### src/rtl/cache_arbiter.sv
// Shares one cache controller between the instruction-fetch and data requesters.
// Latches one request at a time and adds anti-starvation, a completion timeout, error latching and hit/miss counters.
module cache_arbiter #(
    parameter int unsigned STARVE_MAX = 3,
    parameter int unsigned TIMEOUT    = 64,
    parameter logic [15:0] CNT_MAX    = 16'hFFFF
) (
    input  logic        clk,
    input  logic        rst,
    input  logic        i_rd,
    input  logic [15:0] i_addr,
    output logic [15:0] i_data,
    output logic        i_done,
    output logic        i_stall,
    input  logic        d_rd,
    input  logic        d_wr,
    input  logic [15:0] d_addr,
    input  logic [15:0] d_din,
    output logic [15:0] d_data,
    output logic        d_done,
    output logic        d_stall,
    output logic        d_err,
    output logic        c_Rd,
    output logic        c_Wr,
    output logic [15:0] c_Addr,
    output logic [15:0] c_DataIn,
    input  logic [15:0] c_DataOut,
    input  logic        c_Done,
    input  logic        c_CacheHit,
    input  logic        c_err,
    output logic        busy,
    output logic        err,
    output logic [15:0] hit_cnt,
    output logic [15:0] miss_cnt
);

    localparam int unsigned DW = 16;
    localparam int unsigned SW = $clog2(STARVE_MAX + 1);
    localparam int unsigned TW = $clog2(TIMEOUT + 1);

    typedef enum logic [1:0] {
        IDLE    = 2'd0,
        GRANT_I = 2'd1,
        GRANT_D = 2'd2,
        ERROR   = 2'd3
    } state_e;

    state_e        state_q, state_d;
    logic [DW-1:0] addr_q, addr_d;
    logic [DW-1:0] wdata_q, wdata_d;
    logic          rd_stb_q, rd_stb_d;
    logic          wr_stb_q, wr_stb_d;
    logic [SW-1:0] starve_q, starve_d;
    logic [TW-1:0] tmo_q, tmo_d;
    logic [DW-1:0] hit_q, hit_d;
    logic [DW-1:0] miss_q, miss_d;

    logic d_req, d_bad, i_pri, i_win, d_win, in_grant;

    // A conflicting rd+wr is not a data request; the instruction side may still win.
    assign d_bad    = d_rd & d_wr;
    assign d_req    = d_rd ^ d_wr;
    assign i_pri    = i_rd && (starve_q == SW'(STARVE_MAX));
    assign i_win    = i_rd && (i_pri || !d_req);
    assign d_win    = d_req && !i_pri;
    assign in_grant = (state_q == GRANT_I) || (state_q == GRANT_D);

    always_comb begin
        state_d  = state_q;
        addr_d   = addr_q;
        wdata_d  = wdata_q;
        rd_stb_d = rd_stb_q;
        wr_stb_d = wr_stb_q;
        starve_d = starve_q;
        tmo_d    = tmo_q;
        hit_d    = hit_q;
        miss_d   = miss_q;

        if (c_err) begin
            state_d  = ERROR;
            rd_stb_d = 1'b0;
            wr_stb_d = 1'b0;
        end else begin
            unique case (state_q)
                IDLE: begin
                    if (d_win) begin
                        state_d  = GRANT_D;
                        addr_d   = d_addr;
                        wdata_d  = d_wr ? d_din : '0;
                        rd_stb_d = d_rd;
                        wr_stb_d = d_wr;
                        tmo_d    = '0;
                        starve_d = starve_q + SW'(i_rd);
                    end else if (i_win) begin
                        state_d  = GRANT_I;
                        addr_d   = i_addr;
                        wdata_d  = '0;
                        rd_stb_d = 1'b1;
                        wr_stb_d = 1'b0;
                        tmo_d    = '0;
                        starve_d = '0;
                    end
                end
                GRANT_I, GRANT_D: begin
                    // Completion takes precedence over an expiring timeout.
                    if (c_Done) begin
                        state_d  = IDLE;
                        rd_stb_d = 1'b0;
                        wr_stb_d = 1'b0;
                        if (c_CacheHit) begin
                            if (hit_q != CNT_MAX) hit_d = hit_q + DW'(1);
                        end else begin
                            if (miss_q != CNT_MAX) miss_d = miss_q + DW'(1);
                        end
                    end else if (tmo_q == TW'(TIMEOUT - 1)) begin
                        state_d  = ERROR;
                        rd_stb_d = 1'b0;
                        wr_stb_d = 1'b0;
                    end else begin
                        tmo_d = tmo_q + TW'(1);
                    end
                end
                default: begin
                    rd_stb_d = 1'b0;
                    wr_stb_d = 1'b0;
                end
            endcase
        end
    end

    always_ff @(posedge clk) begin
        if (rst) begin
            state_q  <= IDLE;
            addr_q   <= '0;
            wdata_q  <= '0;
            rd_stb_q <= 1'b0;
            wr_stb_q <= 1'b0;
            starve_q <= '0;
            tmo_q    <= '0;
            hit_q    <= '0;
            miss_q   <= '0;
        end else begin
            state_q  <= state_d;
            addr_q   <= addr_d;
            wdata_q  <= wdata_d;
            rd_stb_q <= rd_stb_d;
            wr_stb_q <= wr_stb_d;
            starve_q <= starve_d;
            tmo_q    <= tmo_d;
            hit_q    <= hit_d;
            miss_q   <= miss_d;
        end
    end

    // Completion and read data are passed through in the controller's Done cycle.
    assign i_done   = (state_q == GRANT_I) && c_Done && !c_err;
    assign d_done   = (state_q == GRANT_D) && c_Done && !c_err;
    assign i_data   = i_done ? c_DataOut : '0;
    assign d_data   = d_done ? c_DataOut : '0;
    assign i_stall  = i_rd && !i_done;
    assign d_stall  = (d_rd || d_wr) && !d_done;
    assign d_err    = (state_q == IDLE) && d_bad;

    assign c_Rd     = rd_stb_q;
    assign c_Wr     = wr_stb_q;
    assign c_Addr   = addr_q;
    assign c_DataIn = wdata_q;
    assign busy     = in_grant;
    assign err      = (state_q == ERROR);
    assign hit_cnt  = hit_q;
    assign miss_cnt = miss_q;

endmodule

### config.mk
export PLATFORM = sky130hd
export DESIGN_NAME = cache_arbiter
export DESIGN_NICKNAME = d
export VERILOG_FILES = /design/src/rtl/cache_arbiter.sv
export SDC_FILE = /design/constraint.sdc
export NUM_CORES = 1
export LEC_CHECK = 0
export BUFFER_PORTS_ARGS = -buffer_cell sky130_fd_sc_hd__buf_2
export CORE_ASPECT_RATIO = 2
export CORE_MARGIN = 8
export CORE_UTILIZATION = 45
export DETAILED_ROUTE_END_ITERATION = 16
export PLACE_DENSITY = 0.86
export SLEW_MARGIN = 10
export SYNTH_ARGS = -nofsm -noshare
export SYNTH_HDL_FRONTEND = slang
export SYNTH_SLANG_ARGS = --single-unit
### constraint.sdc
create_clock -name clk -period 2.77 [get_ports clk]
set_input_delay 0.1385 -clock clk [delete_from_list [all_inputs] [get_ports clk]]
set_output_delay 0.1385 -clock clk [all_outputs]
set_load 0.02 [all_outputs]
==> summary.txt <==
Detailed routing
  – Initial DRC Count: 216
  – DRC: 0
  – Number of detailed-route iterations in the first pass: 4
  – Antenna Nets Post-Route: 0
  – DR WL/cell: 16.30 µm
  – Routed via count: 4,055
  – DRT Wirelength: 12,060 µm
  – Routed vias/inst: 5.480

STA
  – Final WS setup: 0.4051 ns
  – Worst-margin pin slew: 0.7595 ns
  – Final setup viols: 0
  – Hold_ws: 0.03990 ns
  – Clock skew: 0.006963 ns
  – Max-slew headroom: 49.37%
  – Fin. Hold Viols: 0
  – Pins Over Slew Limit: 0
  – Min cycle time layout: 2.365 ns
  – Final setup TNS: 0 ns
  – Crit share post-route: 85.38%
  – RSZ-0062 raised after global routing: no
  – Achievable Freq: 422.8 MHz

GRT
  – First-pass GRT wire length: 19,250 µm
  – GRT Max-Usage Layer: met2
  – Met2 global-route usage: 35.00%
  – M1 GR Usage: 19.90%
  – Largest net degree at the start of global routing: 44
  – GR Util met3: 5.839%
  – GRT Util Overall: 19.82%
  – Via count of the first global-routing pass: 4,087
  – Antenna violations before repair: 1
  – Grt ovf: 0

Synth
  – Avg Inst Size Synth: 8.288 µm²
  – Flop and latch count out of synthesis: 77
  – Number of distinct library cells after synthesis: 57
  – Number of synthesized flops with an enable pin: 0
  – Synth Net Count: 553
  – Register area share after synthesis: 39.49%
  – Prevailing post-synth register cell: dfxtp_1
  – Mapped Area: 3904 µm²
  – Yosys warning count: 0
  – Post-Synthesis Cells: 471
  – Synth async-reset ratio: 0%

Floorplanning
  – Die Width: 81.86 µm
  – # IOs: 177
  – Die footprint: 12,090 µm²
  – Initial Util: 45.77%
  – Core ar.: 8528 µm²
  – Die H: 147.7 µm
  – Row Count: 48

Min path
  – Hold Crit Class: in2reg
  – Hold Path Origin: d_din[6]
  – Hold Crit Depth: 3
  – Hold endpoint: c_DataIn[6]

Clock tree
  – H-tree Lvls: 3
  – Sink Count: 77
  – Post CTS Setup Buffer Count: 0
  – CTS tree: built
  – CTS buffer count: 9
  – PostCTS Resize Cnt: 0
  – Bufs on Longest Clock Path: 2
  – Worst-Skew Late Latency: 0.33 ns
  – Clk slew on worst S/H paths: 0.06 ns
  – Root Buffer: clkbuf_16
  – Post-CTS Hold Buffers: 0

Pwr
  – Worst-case vdd ir drop: 0.4158 mV
  – Static leakage: 2.279 nW
  – Pwr Density: 561.8 nW/µm²

Cells and area
  – Layout cells sized above 1: 32.55%
  – Post-layout util: 59.52%
  – Layout Nets: 716
  – FILL cells: 728
  – Area Growth Syn to Fin: 30.03%

Critical path
  – Crit-path leading delay family: simple AND/OR/NAND/NOR gates
  – RR Endpoint: tmo_q[0]
  – CP peak stage delay: 0.60 ns
  – Worst Path Max Fanout: 14
  – Worst EP required: 2.99 ns
  – R2R Path Start: state_q[0]
  – Worst path buffer plus inverter count: 1
  – R2R cell count: 6
  – Setup slack, reg-to-reg: 0.41 ns
  – CP endpoint kind: flop
  – CP max stage cell: ha_1
  – Setup CP Type: reg2reg
  – CP cell instances: inv_1 > ha_1 > nor2_1 > nor3_1 > o22ai_1 > mux2_2
  – Critical path arrival: 2.59 ns
  – Crit path launch type: flop

Place
  – IO Port Bufs: 176
  – Pre-CTS setup slack: 0.4715 ns
  – Post-detail-place hpwl: 9494 µm
  – Final GP Congestion: 0.8847

Status
  – Status: finished, final reports clean

Flow run
  – Max-cap violations: 0
[worst max path at each step]
stage	startpoint	slack, ns	cells after the start	to
final	state_q[0]	0.41	6	tmo_q[0]
after global routing	state_q[0]	0.32	7	hit_cnt[13]
after detailed placement	state_q[0]	0.47	7	miss_cnt[13]
after floorplan	state_q[0]	0.67	8	miss_cnt[13]
after global placement	state_q[0]	0.57	7	miss_cnt[13]
after CTS	state_q[0]	0.44	6	tmo_q[0]
[state kept, by name, indices dropped and copies added (netlist names)]
register and count:
c_Addr 16, c_DataIn 16, hit_cnt 16, miss_cnt 16
tmo_q 7, starve_q 2, state_q 2, c_Rd 1
c_Wr 1
[cell type report]
class / instances / area [µm²] / share of cell area (%)
tap: 100 / 125.1 / 2.465
antenna: 1 / 2.502 / 0.04930
inverter: 8 / 30.03 / 0.5916
multi-input combinational: 359 / 2205 / 43.43
sequential: 77 / 1541 / 30.37
clock inverter: 6 / 40.04 / 0.7888
clock buffer: 10 / 229.0 / 4.511
timing repair buffer: 179 / 903.4 / 17.80
[cell usage after synthesis, types with 2 or more instances]
master    instances  area share (%)
dfxtp_1          77              39
nor2_1           71             6.8
nand2_1          55             5.3
and2_1           35             5.6
xnor2_1          26             5.8
clkbuf_1         20             1.9
nand3_1          20             2.6
nor3_1           17             2.2
a22oi_1          16             3.1
a311oi_1         16             3.6
a21oi_1          13             1.7
o21ai_0          11             1.4
ha_1             10             3.2
inv_1             8            0.77
nor4_1            8             1.3
nand4_1           6            0.96
and4_1            4            0.90
and4b_1           4             1.0
and3_1            3            0.48
buf_6             3            0.87
nand2b_1          3            0.48
nor4b_1           3            0.67
a211oi_1          2            0.38
a22o_1            2            0.45
and3b_1           2            0.45
buf_2             2            0.26
nor3b_1           2            0.38
nor4_2            2            0.64
o31ai_1           2            0.38
[worst register-to-register path, delay by kind of cell, from the launching register on]
family	cells	cell delay [ns]
AO/OA/AOI/OAI	1	0.22
buffers and inverters	1	0.08
adder cells (fa/ha/maj)	1	0.60
multiplexers	1	0.30
flip-flops	1	0.38
AND/OR/NAND/NOR	2	0.67
[layout by cell type, fill, tap and decap left out, types with 2 or more instances in the layout]
cell type / instances
clkinvlp_4: 4
inv_1: 8
nand2_1: 55
nor3b_1: 2
a22oi_1: 16
and3b_1: 2
buf_2: 176
and3_1: 3
and2_1: 35
a211oi_1: 2
o31ai_1: 2
and4_1: 4
clkinv_2: 2
a311oi_1: 16
nor3_1: 17
nor4_1: 8
nor4_2: 2
a21oi_1: 13
o21ai_0: 11
nor2_1: 70
ha_1: 10
dfxtp_1: 77
nand4_1: 6
a22o_1: 2
nand3_1: 20
nor4b_1: 3
and4b_1: 4
xnor2_1: 26
buf_4: 3
nand2b_1: 3
clkbuf_16: 9
[power breakdown]
group | switching, W | total (W) | leakage, nW | internal [W]
logic | 0.000387 | 0.000596 | 1.53 | 0.000209
clock network | 0.000456 | 0.00106 | 0.121 | 0.000603
registers | 0.0000342 | 0.00120 | 0.624 | 0.00116
total | 0.000877 | 0.00285 | 2.28 | 0.00197
[logic make-up (layout without fill, tap and decap cells)]
kind of cell | count (synthesis) | after routing | share of synthesized area (%)
buf+inv | 35 | 203 | 4.102
simple gates | 249 | 249 | 33.65
xor+xnor | 26 | 26 | 5.833
fa+ha+maj | 10 | 10 | 3.205
compound gates | 73 | 73 | 13.43
mux | 1 | 1 | 0.2884
other cells | 0 | 1 | 0
flops | 77 | 77 | 39.49
[per-layer routing]
layer	wire length [µm]	vias up
li1	-	1986
met5	0	-
met1	4341	1907
met4	363	0
met2	6584	135
met3	770	27
[metrics by stage]
stage | total power (W) | std cells | instance area, µm²
after CTS | 0.002873 | 739 | 5074
final | 0.002852 | 740 | 5076
after detailed placement | 0.001816 | 723 | 4805
after floorplan | 0.001630 | 471 | 3904
after global placement | 0.001789 | 723 | 4805
after global routing | 0.002983 | 740 | 5076
(Power assumes the default switching activity.)
